`src/rtl/opb_pkg.sv`:
```
// rtl/opb_pkg.sv - shared OPB slave types, widths and byte-merge helper
package opb_pkg;

  typedef enum logic [1:0] {
    IDLE   = 2'd0,
    DECODE = 2'd1,
    ACK    = 2'd2
  } opb_state_e;

  localparam int OPB_DW  = 32;
  localparam int OPB_BEW = 4;

  // be[b] selects bits [8b+7:8b]; callers map OPB BE[0] (MSB byte) onto be[3].
  function automatic logic [OPB_DW-1:0] byte_merge(input logic [OPB_DW-1:0]  old_v,
                                                   input logic [OPB_DW-1:0]  new_v,
                                                   input logic [OPB_BEW-1:0] be);
    logic [OPB_DW-1:0] res;
    for (int b = 0; b < OPB_BEW; b++) begin
      res[8*b +: 8] = be[b] ? new_v[8*b +: 8] : old_v[8*b +: 8];
    end
    return res;
  endfunction

endpackage

```
`src/rtl/opb_swreg_bank.sv`:
```
// rtl/opb_swreg_bank.sv - OPB slave bank of 32-bit software registers
module opb_swreg_bank
  import opb_pkg::*;
#(
  parameter logic [31:0] C_BASEADDR = 32'h0000_0000,
  parameter logic [31:0] C_HIGHADDR = 32'h0000_00FF,
  parameter int          NREG       = 8,
  parameter logic [31:0] WR_MASK    = 32'h0000_000F
) (
  input  logic                 OPB_Clk,
  input  logic                 OPB_Rst_n,
  input  logic [0:31]          OPB_ABus,
  input  logic [0:3]           OPB_BE,
  input  logic [0:31]          OPB_DBus,
  input  logic                 OPB_RNW,
  input  logic                 OPB_select,
  input  logic                 OPB_seqAddr,
  output logic [0:31]          Sl_DBus,
  output logic                 Sl_xferAck,
  output logic                 Sl_errAck,
  output logic                 Sl_retry,
  output logic                 Sl_toutSup,
  output logic [NREG*32-1:0]   user_wr_data,
  output logic [NREG-1:0]      user_wr_strb,
  input  logic [NREG*32-1:0]   user_rd_data
);

  opb_state_e                 state_q, state_d;
  logic [31:0]                off_q;
  logic                       rnw_q;
  logic [OPB_BEW-1:0]         be_q;
  logic [OPB_DW-1:0]          wdata_q;
  logic [NREG-1:0][OPB_DW-1:0] regs_q;
  logic                       xferack_q, errack_q;
  logic [OPB_DW-1:0]          dbus_q;
  logic [NREG-1:0]            strb_q;

  logic [31:0]        abus, offset;
  logic [OPB_DW-1:0]  dbus_in;
  logic [OPB_BEW-1:0] be_in;
  logic               hit, ack_edge, in_range, wr_ok;
  logic [29:0]        idx;
  logic [NREG-1:0]    sel;
  logic [OPB_DW-1:0]  rd_val;
  logic               unused_seq;

  // Big-endian OPB vectors land MSB-first: OPB bit 0 becomes bit 31, BE[0] becomes be[3].
  assign abus    = OPB_ABus;
  assign dbus_in = OPB_DBus;
  assign be_in   = OPB_BE;
  assign unused_seq = OPB_seqAddr;

  // Unsigned wrap makes addresses below the base fall outside the window too.
  assign offset   = abus - C_BASEADDR;
  assign hit      = OPB_select && (offset <= (C_HIGHADDR - C_BASEADDR));
  assign ack_edge = (state_q == DECODE) && OPB_select;
  assign idx      = off_q[31:2];
  assign in_range = (idx < 30'(NREG));

  always_comb begin
    sel    = '0;
    rd_val = '0;
    wr_ok  = 1'b0;
    for (int i = 0; i < NREG; i++) begin
      if (idx == 30'(i)) begin
        sel[i] = 1'b1;
        wr_ok  = WR_MASK[i];
        rd_val = WR_MASK[i] ? regs_q[i] : user_rd_data[32*i +: 32];
      end
    end
  end

  always_comb begin
    state_d = state_q;
    case (state_q)
      IDLE:    if (hit) state_d = DECODE;
      DECODE:  state_d = OPB_select ? ACK : IDLE;
      ACK:     state_d = IDLE;
      default: state_d = IDLE;
    endcase
  end

  always_ff @(posedge OPB_Clk or negedge OPB_Rst_n) begin
    if (!OPB_Rst_n) begin
      state_q   <= IDLE;
      off_q     <= '0;
      rnw_q     <= 1'b0;
      be_q      <= '0;
      wdata_q   <= '0;
      regs_q    <= '0;
      xferack_q <= 1'b0;
      errack_q  <= 1'b0;
      dbus_q    <= '0;
      strb_q    <= '0;
    end else begin
      state_q   <= state_d;
      xferack_q <= ack_edge;
      errack_q  <= ack_edge && (!in_range || (!rnw_q && !wr_ok));
      dbus_q    <= (ack_edge && rnw_q) ? rd_val : '0;
      strb_q    <= (ack_edge && !rnw_q && wr_ok) ? sel : '0;
      if (state_q == IDLE && hit) begin
        off_q   <= offset;
        rnw_q   <= OPB_RNW;
        be_q    <= be_in;
        wdata_q <= dbus_in;
      end
      for (int i = 0; i < NREG; i++) begin
        if (ack_edge && !rnw_q && wr_ok && sel[i]) begin
          regs_q[i] <= byte_merge(regs_q[i], wdata_q, be_q);
        end
      end
    end
  end

  assign Sl_DBus      = dbus_q;
  assign Sl_xferAck   = xferack_q;
  assign Sl_errAck    = errack_q;
  assign Sl_retry     = 1'b0;
  assign Sl_toutSup   = 1'b0;
  assign user_wr_data = regs_q;
  assign user_wr_strb = strb_q;

endmodule
```
`config.mk`:
```
export PLATFORM = sky130hd
export DESIGN_NAME = opb_swreg_bank
export DESIGN_NICKNAME = d
export VERILOG_FILES = /design/src/rtl/opb_pkg.sv /design/src/rtl/opb_swreg_bank.sv
export SDC_FILE = /design/constraint.sdc
export NUM_CORES = 1
export LEC_CHECK = 0
export CORE_AREA = 4 4 240 242
export CTS_CLUSTER_DIAMETER = 200
export DETAILED_ROUTE_END_ITERATION = 10
export DIE_AREA = 0 0 244 246
export PLACE_DENSITY = 0.58
export SKIP_CTS_REPAIR_TIMING = 1
export SYNTH_ARGS = -nofsm -noshare
export SYNTH_HDL_FRONTEND = slang
export SYNTH_SLANG_ARGS = --single-unit
```
`constraint.sdc`:
```
create_clock -name OPB_Clk -period 2.1 [get_ports OPB_Clk]
set_input_delay 0.525 -clock OPB_Clk [delete_from_list [all_inputs] [get_ports OPB_Clk]]
set_output_delay 0.525 -clock OPB_Clk [all_outputs]
set_load 0.01 [all_outputs]
```
## Yosys cells after proc, flatten, opt, wreduce, memory -nomap -nowiden

Cells that the tools add are included.

- Register bits after elaboration: 369
- Output and inout bits: 300

- Magnitude comparators: 2
- Eq/ne operators: 9
- Multiplexer cells: 28
- Reductions and logical operators: 54

Operators with widths:

| operator | number |
|---|---|
| 32-bit two-way mux | 9 |
| 30-bit by 3-bit equality test with 1-bit output, second input constant | 4 |
| 2-bit AND reduction | 32 |
| 30-bit by 2-bit equality test with 1-bit output, second input constant | 2 |
| 32-bit by 8-bit <= comparator with 1-bit output, second input constant | 1 |
| 30-bit by 1-bit equality test with 1-bit output, second input constant | 1 |
| 30-bit logical NOT | 1 |
| 30-bit by 4-bit < comparator with 1-bit output, second input constant | 1 |
| 1-bit logical AND | 16 |
| 1-bit two-way mux | 15 |
| 8-bit two-way mux | 1 |
| 2-bit two-way mux | 2 |
| 2-bit one-hot mux with 2 select lines | 1 |
| 1-bit logical NOT | 3 |
| 2-bit by 1-bit equality test with 1-bit output, second input constant | 1 |
| 2-bit logical NOT | 1 |
| 2-bit != test, second input constant | 1 |
| 1-bit logical OR | 1 |

## Logic depth before layout (Yosys ltp)

Gate-level depths: netlist of the first run.

- Depth after elaboration: 13
- Gate-level depth with buffers: 8

## Worst setup path after synthesis of the first run

No wires, ideal clock.

- Path kind: register to register
- Start: register off_q[19]
- End: register regs_q (netlist bit user_wr_data[24])
- Data arrival time: 2022 ps
- Required time: 1975 ps
- Path slack: -47 ps
- Stages on the path, launching flop included: 7
- Clock period less this slack: 2147 ps
- Cell sequence: dfrtp_1 -> nor4_4 -> nand4_2 -> nor4_4 -> buf_8 -> nand3_4 -> mux2_4

- Longest elaborated chain between the ends: 12

RTL lines:

| what | RTL line | RTL |
|---|---|---|
| start, declared | opb_swreg_bank.sv:29 | `logic [31:0] off_q;` |
| start signal, assigned | opb_swreg_bank.sv:102 | `off_q <= offset;` |
| 30-bit logical NOT | opb_swreg_bank.sv:65 | `if (idx == 30'(i)) begin` |
| 1-bit two-way mux (8 in series) | opb_swreg_bank.sv:65 |  |
| 1-bit logical AND | opb_swreg_bank.sv:108 | `if (ack_edge && !rnw_q && wr_ok && sel[i]) begin` |
| 1-bit logical AND (*) | opb_swreg_bank.sv:108 |  |
| 2-bit AND reduction (no line) (*) | - |  |
| end signal, assigned by index | opb_swreg_bank.sv:109 | `regs_q[i] <= byte_merge(regs_q[i], wdata_q, be_q);` |
| end, declared | opb_swreg_bank.sv:33 | `logic [NREG-1:0][OPB_DW-1:0] regs_q;` |

Mark *: on every way between the ends. The rest lies on a longest branch, timed or not.
A chain may end at the register's enable or synchronous reset.

## Final worst setup path of the first run

- Start: register off_q[31]
- End: register regs_q (netlist bit user_wr_data[78])

Same word-level chain as after synthesis.

==> results of run 1 <==
[stage by stage]
step,TNS [ps],hold slack (ps)
global placement,-121990,364
CTS,-24430,-154
finish,-4980,373
global route,-25170,384
detailed placement,-123130,364
floorplan,0,229
[power breakdown]
group | total (µW) | switching (µW) | internal [µW]
Clock | 8010 | 3170 | 4840
Combinational | 622 | 245 | 377
Sequential | 7080 | 1.16 | 7080
Total | 15700 | 3420 | 12300
[synthesized netlist by cell type (6+ instances only)]
cell type / instances
a22o_1: 9
mux2i_1: 31
nand2_1: 8
a2111oi_0: 7
buf_2: 15
o22a_1: 11
or4_1: 10
nor4_1: 8
nor2_1: 56
o21ai_0: 31
o2bb2ai_1: 18
inv_1: 7
clkbuf_1: 163
nor2b_1: 27
mux2_2: 121
nand3_4: 9
a22oi_1: 26
a211oi_1: 11
dfrtp_1: 367
mux2_4: 72
a21oi_1: 27
o22ai_1: 26
nand2b_1: 17
nand3_1: 10
nor3_1: 12
buf_1: 6
[cells by family (layout without fill, tap and decap cells)]
logic type | after synthesis | after routing
flops | 367 | 367
mux | 224 | 224
buf+inv | 194 | 698
compound gates | 181 | 181
simple gates | 178 | 178
other cells | 1 | 8
[area by class of cell]
type,instances,share of cell area [%]
well taps,748,3.98
inverters,7,0.112
diodes,2,0.0213
flip-flops and latches,367,39.2
clock buffers,63,5.37
repair buffers,610,27.3
clock inverters,18,1.13
multi-input cells,589,23.0
[metal layers]
metal / share of wire (%) / vias to the layer above / routed length [µm] / global-route usage [%]
li1: - / 4919 / - / -
met2: 46 / 521 / 26500 / 29.0
met1: 43 / 5529 / 24500 / 23.6
met5: 0.038 / - / 22 / 0
met4: 2.3 / 4 / 1310 / 4.51
met3: 8.7 / 83 / 5020 / 6.52
[flip-flops by register name (all words and copies together) (netlist names)]
register      flops
Sl_DBus          32
Sl_errAck         1
Sl_xferAck        1
be_q              4
off_q            30
rnw_q             1
state_q           2
user_wr_data    256
user_wr_strb      8
wdata_q          32
[path summary, 6_finish.rpt]
path                                endpoint  slack, ps  depth (start not counted)         startpoint
setup reg to reg            user_wr_data[78]        -80                          7          off_q[31]
max in group asynchronous   user_wr_data[76]        860                          3          OPB_Rst_n
hold reg to reg            user_wr_data[191]        370                          0  user_wr_data[191]
hold / removal             user_wr_data[191]        370                          0  user_wr_data[191]
min in group asynchronous         Sl_DBus[8]        480                          2          OPB_Rst_n
setup / recovery            user_wr_data[78]        -80                          7          off_q[31]
[cell usage in the layout, fill, tap and decap left out, drive strengths merged, types with 3 or more instances in the layout]
cell	Yosys	routed
clkdlybuf4s50	0	413
dfrtp	367	367
mux2	193	193
buf	24	112
dlymetal6s2s	0	81
clkbuf	163	66
nor2	56	56
mux2i	31	31
o21ai	31	31
nor2b	27	27
a21oi	27	27
o22ai	26	26
a22oi	26	26
nand3	23	23
o2bb2ai	18	18
nand2b	17	17
nor3	12	12
nor4	12	12
o22a	11	11
a211oi	11	11
inv	7	11
or4	10	10
a22o	9	9
nand2	8	8
a2111oi	7	7
conb	1	6
clkinv	0	6
bufinv	0	5
o221ai	4	4
a21o	4	4
o31ai	4	4
clkinvlp	0	3
==> impl_results.rst, run 1 <==
.. list-table::
   :header-rows: 1

   * - Metric
     - Value
   * - Longest Clk Path Bufs
     - 3
   * - Number of enable-type register cells in the synthesized netlist
     - 0
   * - Die outline width
     - around 240 µm
   * - Violated checks
     - negative setup slack
   * - Total of max-cap violations
     - 0
   * - # nets final
     - slightly below 2000
   * - CP Data Required Time
     - about 2600 ps
   * - Proportion of synthesized flip-flops having asynchronous set or reset
     - between 90% and 100%
   * - Run status
     - finished, violations left
   * - Register clock-pin slew on the reported worst setup and hold paths
     - about 50 ps
   * - CTS tree
     - built
   * - Clock insertion delay at the later pin of the skew report
     - about 580 ps
   * - Row count
     - 86
   * - Number of clock buffers inserted by TritonCTS
     - 44
   * - DIE HEIGHT
     - around 250 µm
   * - Largest voltage drop on the vdd net
     - approximately 500 µV
   * - Setup slack at placement
     - -721 ps
   * - Worst endpoint data arrival time
     - approximately 2600 ps
   * - Unrepaired setup endpoints after global routing
     - true
   * - I/O pin count
     - 629
   * - Number of fill cells
     - ~5000
   * - Compound-gate portion of the synthesized area
     - slightly above 8%
   * - Antenna viol nets, final
     - 0
   * - Post-synthesis cell type count
     - 47
   * - Number of global-route vias before repair
     - between 10000 and 15000
   * - First-pass GRT wire length
     - 81300 µm
   * - Synth Area in Adders
     - 0%
   * - Crit path kind
     - register to register
   * - Total number of H-tree levels
     - 2
   * - Number of vias per cell after detailed routing
     - around 4.6
   * - Post-Synthesis Cell Area
     - 15100 µm²
   * - Clock tree root buffer cell
     - clkbuf_16
   * - GRT Resource Usage Total
     - a little under a fifth
   * - First-iteration detailed-routing DRC count
     - between 500 and 600
   * - Area after detailed placement
     - approximately 21000 µm²
   * - Final RePlAce weighted congestion
     - roughly 0.80
   * - Shortest clock period the worst path allows after layout
     - 2180 ps
   * - Power density over cell area
     - between 600 and 700 nW/µm²
   * - Cell family with most CP delay
     - simple AND/OR/NAND/NOR gates
   * - Synth area leaders
     - dfrtp_1 61%, mux2_2 9.0%, mux2_4 7.2%
   * - CP Capture Type
     - register
   * - Standard cell core area
     - between 50000 and 60000 µm²
   * - Post-route DRC violation count
     - 0
   * - Worst-case setup margin in the final layout
     - -82.1 ps
   * - Count of buffering cells on the critical path with inverters included
     - 2
   * - Cell mode on critical path
     - nor4_4
   * - Layout-stage area growth over the synthesis result
     - 55.7%
   * - Worst stage delay on the critical path
     - around 400 ps
   * - Register bit count reported by yosys
     - around 370
   * - Post-layout instance area
     - between 20000 and 25000 µm²
   * - Sequential standard cell area
     - 9200 µm²
   * - Final number of max-transition violations
     - 0
   * - Main combinational cell family by area after synthesis
     - multiplexers
   * - Multi-input gate area in the final layout
     - 5390 µm²
   * - Ys Warns
     - 0
   * - Final worst-path cycle share
     - 104%
   * - Count of non-filler cells in the finished layout
     - between 2000 and 2500
   * - Total via count in the routed design
     - between 10000 and 15000
   * - Synthesized-area fraction occupied by and/or/nand/nor cells
     - under 10%
   * - Effective utilization at floorplan
     - approximately 27%
   * - Layout cells sized above 1
     - between 20% and 30%
   * - Overall die area
     - about 60000 µm²
   * - Worst setup skew after layout
     - 25.1 ps
   * - Global route overflow
     - 0
   * - Aggregate routed wire length
     - between 50000 and 60000 µm
   * - Prevailing post-synth register cell
     - dfrtp_1
   * - Largest area contributor in the synthesized netlist
     - dfrtp_1
   * - Min-Delay Path Class
     - register to register
   * - Register area share after synthesis
     - about three fifths
   * - Sink count of the clock tree
     - roughly 370
   * - Number of instances in the synthesized netlist
     - between 1000 and 1500
   * - Critical path's slowest cell
     - dfrtp_1
   * - Count of final hold-check violations
     - 0
   * - Worst max-slew margin expressed relative to the limit
     - 59.4%
   * - Startpoint types
     - register
   * - Total setup violations reported at the end of the flow
     - 94
   * - Number of iterations in the first detailed-routing pass
     - 5
   * - Final Total Pwr
     - between 15000 and 20000 µW
   * - Routed length per placed instance
     - 23.9 µm
   * - Number of cells in the design after placement
     - 2306
   * - Synth top area share
     - about three fifths
   * - Fraction of synthesized area in multiplexers
     - 18.3%
   * - Utilization after layout
     - a little over two fifths
   * - Maximum operating frequency
     - approximately 460 MHz
   * - Slew at the pin closest to its max-slew limit
     - a little over 600 ps
   * - Cells along the critical path
     - nor4_4 -> nand4_4 -> nor4_4 -> buf_6 -> buf_12 -> nand3_4 -> mux2_4
   * - PortBufs
     - between 400 and 500
   * - Post-DP HPWL
     - 42500 µm
   * - Xor/xnor share of the synthesized area
     - 0%
   * - Critical path fanouts, max
     - 8
   * - Number of antenna violations at the first check in global routing
     - 5
   * - Pin count of the biggest net entering global routing
     - between 70 and 80
   * - Static Leak
     - roughly 0.012 µW
   * - Post-Synthesis Mean Instance Area
     - around 13 µm²
No activity file was read; power rests on OpenSTA's default activity.
==> run 2: changes to the inputs <==
REMOVE_ABC_BUFFERS = 1   (was unset)
==> impl_results.rst, run 2 (synthesis results as in run 1) <==
.. list-table::
   :header-rows: 1

   * - Metric
     - Value
   * - Run status
     - finished, violations left
   * - Violated checks
     - negative setup slack
   * - Startpoint types
     - register
   * - Final number of max-transition violations
     - 0 (unchanged)
   * - Critical path fanouts, max
     - 8 (unchanged)
   * - Shortest clock period the worst path allows after layout
     - 2220 ps (+42.1 ps)
   * - Number of clock buffers inserted by TritonCTS
     - 42 (-4.5%)
   * - Overall die area
     - 60000 µm² (unchanged)
   * - Worst-case setup margin in the final layout
     - -124 ps (-42.1 ps)
   * - Launch point of the worst path
     - off_q[17]
   * - Worst endpoint data arrival time
     - 2670 ps (+40 ps)
   * - Count of final hold-check violations
     - 0 (unchanged)
   * - Clock insertion delay at the later pin of the skew report
     - 570 ps (about the same)
   * - Multi-input gate area in the final layout
     - 5380 µm² (-0.23%)
   * - Worst r2r src
     - off_q[17]
   * - Largest register FFs
     - 256 (unchanged)
   * - First-pass GRT wire length
     - 80400 µm (-1.0%)
   * - Total of max-cap violations
     - 0 (unchanged)
   * - Slew at the pin closest to its max-slew limit
     - 601 ps (-5.95 ps)
   * - Fraction of power consumed by combinational cells
     - 4.0% (about the same)
   * - Layout cells sized above 1
     - 26.4% (-0.18 points)
   * - Antenna viol nets, final
     - 0 (unchanged)
   * - Largest voltage drop on the vdd net
     - 598 µV (+19%)
   * - Sequential Power Share
     - 44.8% (-0.2 points)
   * - Unrepaired setup endpoints after global routing
     - true
   * - Number of iterations in the first detailed-routing pass
     - 4 (-1)
   * - Final RePlAce weighted congestion
     - 0.788 (-1.7%)
   * - Die outline width
     - 244 µm (unchanged)
   * - Post-Route Hold Slack
     - 283 ps (-89.9 ps)
   * - Total number of H-tree levels
     - 2 (unchanged)
   * - Pin count of the biggest net entering global routing
     - 60 (-17%)
   * - Highest-count cells in the layout ignoring fill and taps
     - 401 x clkdlybuf4s50_1, 359 x dfrtp_1, 121 x mux2_2, 93 x dlymetal6s2s_1, 76 x buf_4
   * - Register-to-Register Setup Slack
     - -120 ps (-40 ps)
   * - CTS tree
     - built
   * - Longest Clk Path Bufs
     - 3 (unchanged)
   * - Sink count of the clock tree
     - 367 (unchanged)
   * - Standard cell core area
     - 55100 µm² (unchanged)
   * - DIE HEIGHT
     - 246 µm (unchanged)
   * - Register clock-pin slew on the reported worst setup and hold paths
     - 60 ps (about the same)
   * - Crit path kind
     - register to register
   * - Number of antenna violations at the first check in global routing
     - 3 (-2)
   * - I/O pin count
     - 629 (unchanged)
   * - Total setup violations reported at the end of the flow
     - 138 (+47%)
   * - Worst setup skew after layout
     - 12.3 ps (-12.8 ps)
   * - CP Data Required Time
     - 2550 ps (about the same)
   * - Row count
     - 86 (unchanged)
   * - Number of vias per cell after detailed routing
     - 4.50 (-2.3%)
   * - Sw Pwr
     - 3360 µW (-1.7%)
   * - Aggregate routed wire length
     - 56500 µm (-1.5%)
   * - Power density over cell area
     - 670 nW/µm² (+0.23%)
   * - Worst hold path endpoint
     - state_q[1]
   * - Switching fraction of total power
     - 21.3% (-0.47 points)
   * - Number of cell instances on the worst register-to-register path
     - 8 (+1)
   * - Maximum operating frequency
     - 450 MHz (-1.9%)
   * - PortBufs
     - 495 (unchanged)
   * - CP Capture Type
     - register
   * - # nets final
     - 1946 (-0.10%)
   * - Effective utilization at floorplan
     - 27.4% (unchanged)
   * - Commonest non-fill, non-tap cell in the layout
     - clkdlybuf4s50_1
   * - Worst hold path startpoint
     - OPB_select
   * - Min-Delay Path Class
     - primary input to register
   * - Final Total Pwr
     - 15800 µW (+0.45%)
   * - First-iteration detailed-routing DRC count
     - 481 (-8.9%)
   * - Cell count of the worst hold path
     - 2 (+2)
   * - Clock Power Share
     - 51.2% (+0.2 points)
   * - GRT Resource Usage Total
     - 18.1% (-0.027 points)
   * - FF-to-FF End
     - user_wr_data[75]
   * - Final worst-path cycle share
     - 106% (+2.0 points)
   * - Power Internal
     - 12400 µW (+1.0%)
   * - Routed length per placed instance
     - 23.5 µm (-1.4%)
   * - Post-route DRC violation count
     - 0 (unchanged)
   * - Number of fill cells
     - 5133 (+0.078%)
   * - Sequential standard cell area
     - 9200 µm² (about the same)
   * - Number of global-route vias before repair
     - 11900 (+0.73%)
   * - Global route overflow
     - 0 (unchanged)
   * - Worst max-slew margin expressed relative to the limit
     - 59.9% (+0.51 points)
   * - Clock tree root buffer cell
     - clkbuf_16
   * - Post-DP HPWL
     - 41900 µm (-1.4%)
   * - Static Leak
     - 0.0122 µW (+2.0%)
   * - Total via count in the routed design
     - 10800 (-2.4%)
   * - Layout-stage area growth over the synthesis result
     - 56.0%
-- run 2: cell types whose count changed in the layout (fill, tap and decap cells not counted), moves of 3 or more --
cell	previous run	this run
clkbuf_16	47	44
dlymetal6s2s_1	81	93
nand3_4	11	17
a211oi_1	2	8
buf_6	7	10
a22oi_1	16	26
nand3_1	9	5
clkbuf_1	10	4
buf_4	80	76
a22oi_2	10	0
a211oi_2	9	3
clkdlybuf4s50_1	413	401
-- run 2: how the worst max path moves through the flow --
stage / endpoint / depth (start not counted)
5_1_grt: Sl_DBus[28] / 7
4_1_cts: Sl_DBus[22] / 7
3_5_place_dp: user_wr_data[75] / 8
2_1_floorplan: Sl_DBus[12] / 5
6_report: user_wr_data[75] / 8
3_3_place_gp: user_wr_data[69] / 8
-- run 2: metal layers --
metal / share of wire [%] / wire length (µm) / vias to the layer above / GRT usage (%)
met3: 9.5 / 5390 / 81 / 7.05
met5: 0.037 / 21 / - / 0
met4: 2.6 / 1450 / 4 / 6.24
li1: - / - / 4949 / -
met1: 43 / 24200 / 5327 / 23.2
met2: 45 / 25500 / 432 / 28.1
-- run 2: stage by stage --
stage / setup slack [ps] / area [µm²] / TNS [ps] / std cells / utilization, %
CTS: -290 / 22900 / -28520 / 2382 / 41.6
floorplan: -1990 / 14400 / -384560 / 963 / -
detailed placement: -633 / 21400 / -105120 / 2305 / 38.8
global placement: -560 / 21400 / -95220 / 2305 / 38.8
finish: -124 / 23500 / -7870 / 2401 / 42.7
global route: -184 / 23500 / -18900 / 2399 / 42.7
-- run 2: final cells by class --
| class | count | share of cell area, % |
|---|---|---|
| Antenna cell | 3 | 0.0319 |
| Clock buffer | 56 | 5.11 |
| Clock inverter | 21 | 1.45 |
| Inverter | 7 | 0.112 |
| Multi-Input combinational cell | 589 | 22.9 |
| Sequential cell | 367 | 39.1 |
| Tap cell | 748 | 3.98 |
| Timing Repair Buffer | 610 | 27.4 |
-- run 2: critical path, cell delays in order (launching register included) --
cell,delay (ps)
dfrtp_1,380
nor4_1,280
buf_4,180
nand3_4,80
nor4_4,220
buf_4,180
buf_12,150
nand3_4,230
mux2_4,380
-- run 2: power by group through the flow --
stage | sequential, µW | combinational, µW | clock (µW)
floorplan | 7210 | 40.9 | 0
global placement | 7210 | 635 | 0
detailed placement | 7210 | 644 | 0
CTS | 7080 | 647 | 8320
global route | 7070 | 695 | 8620
finish | 7080 | 633 | 8070
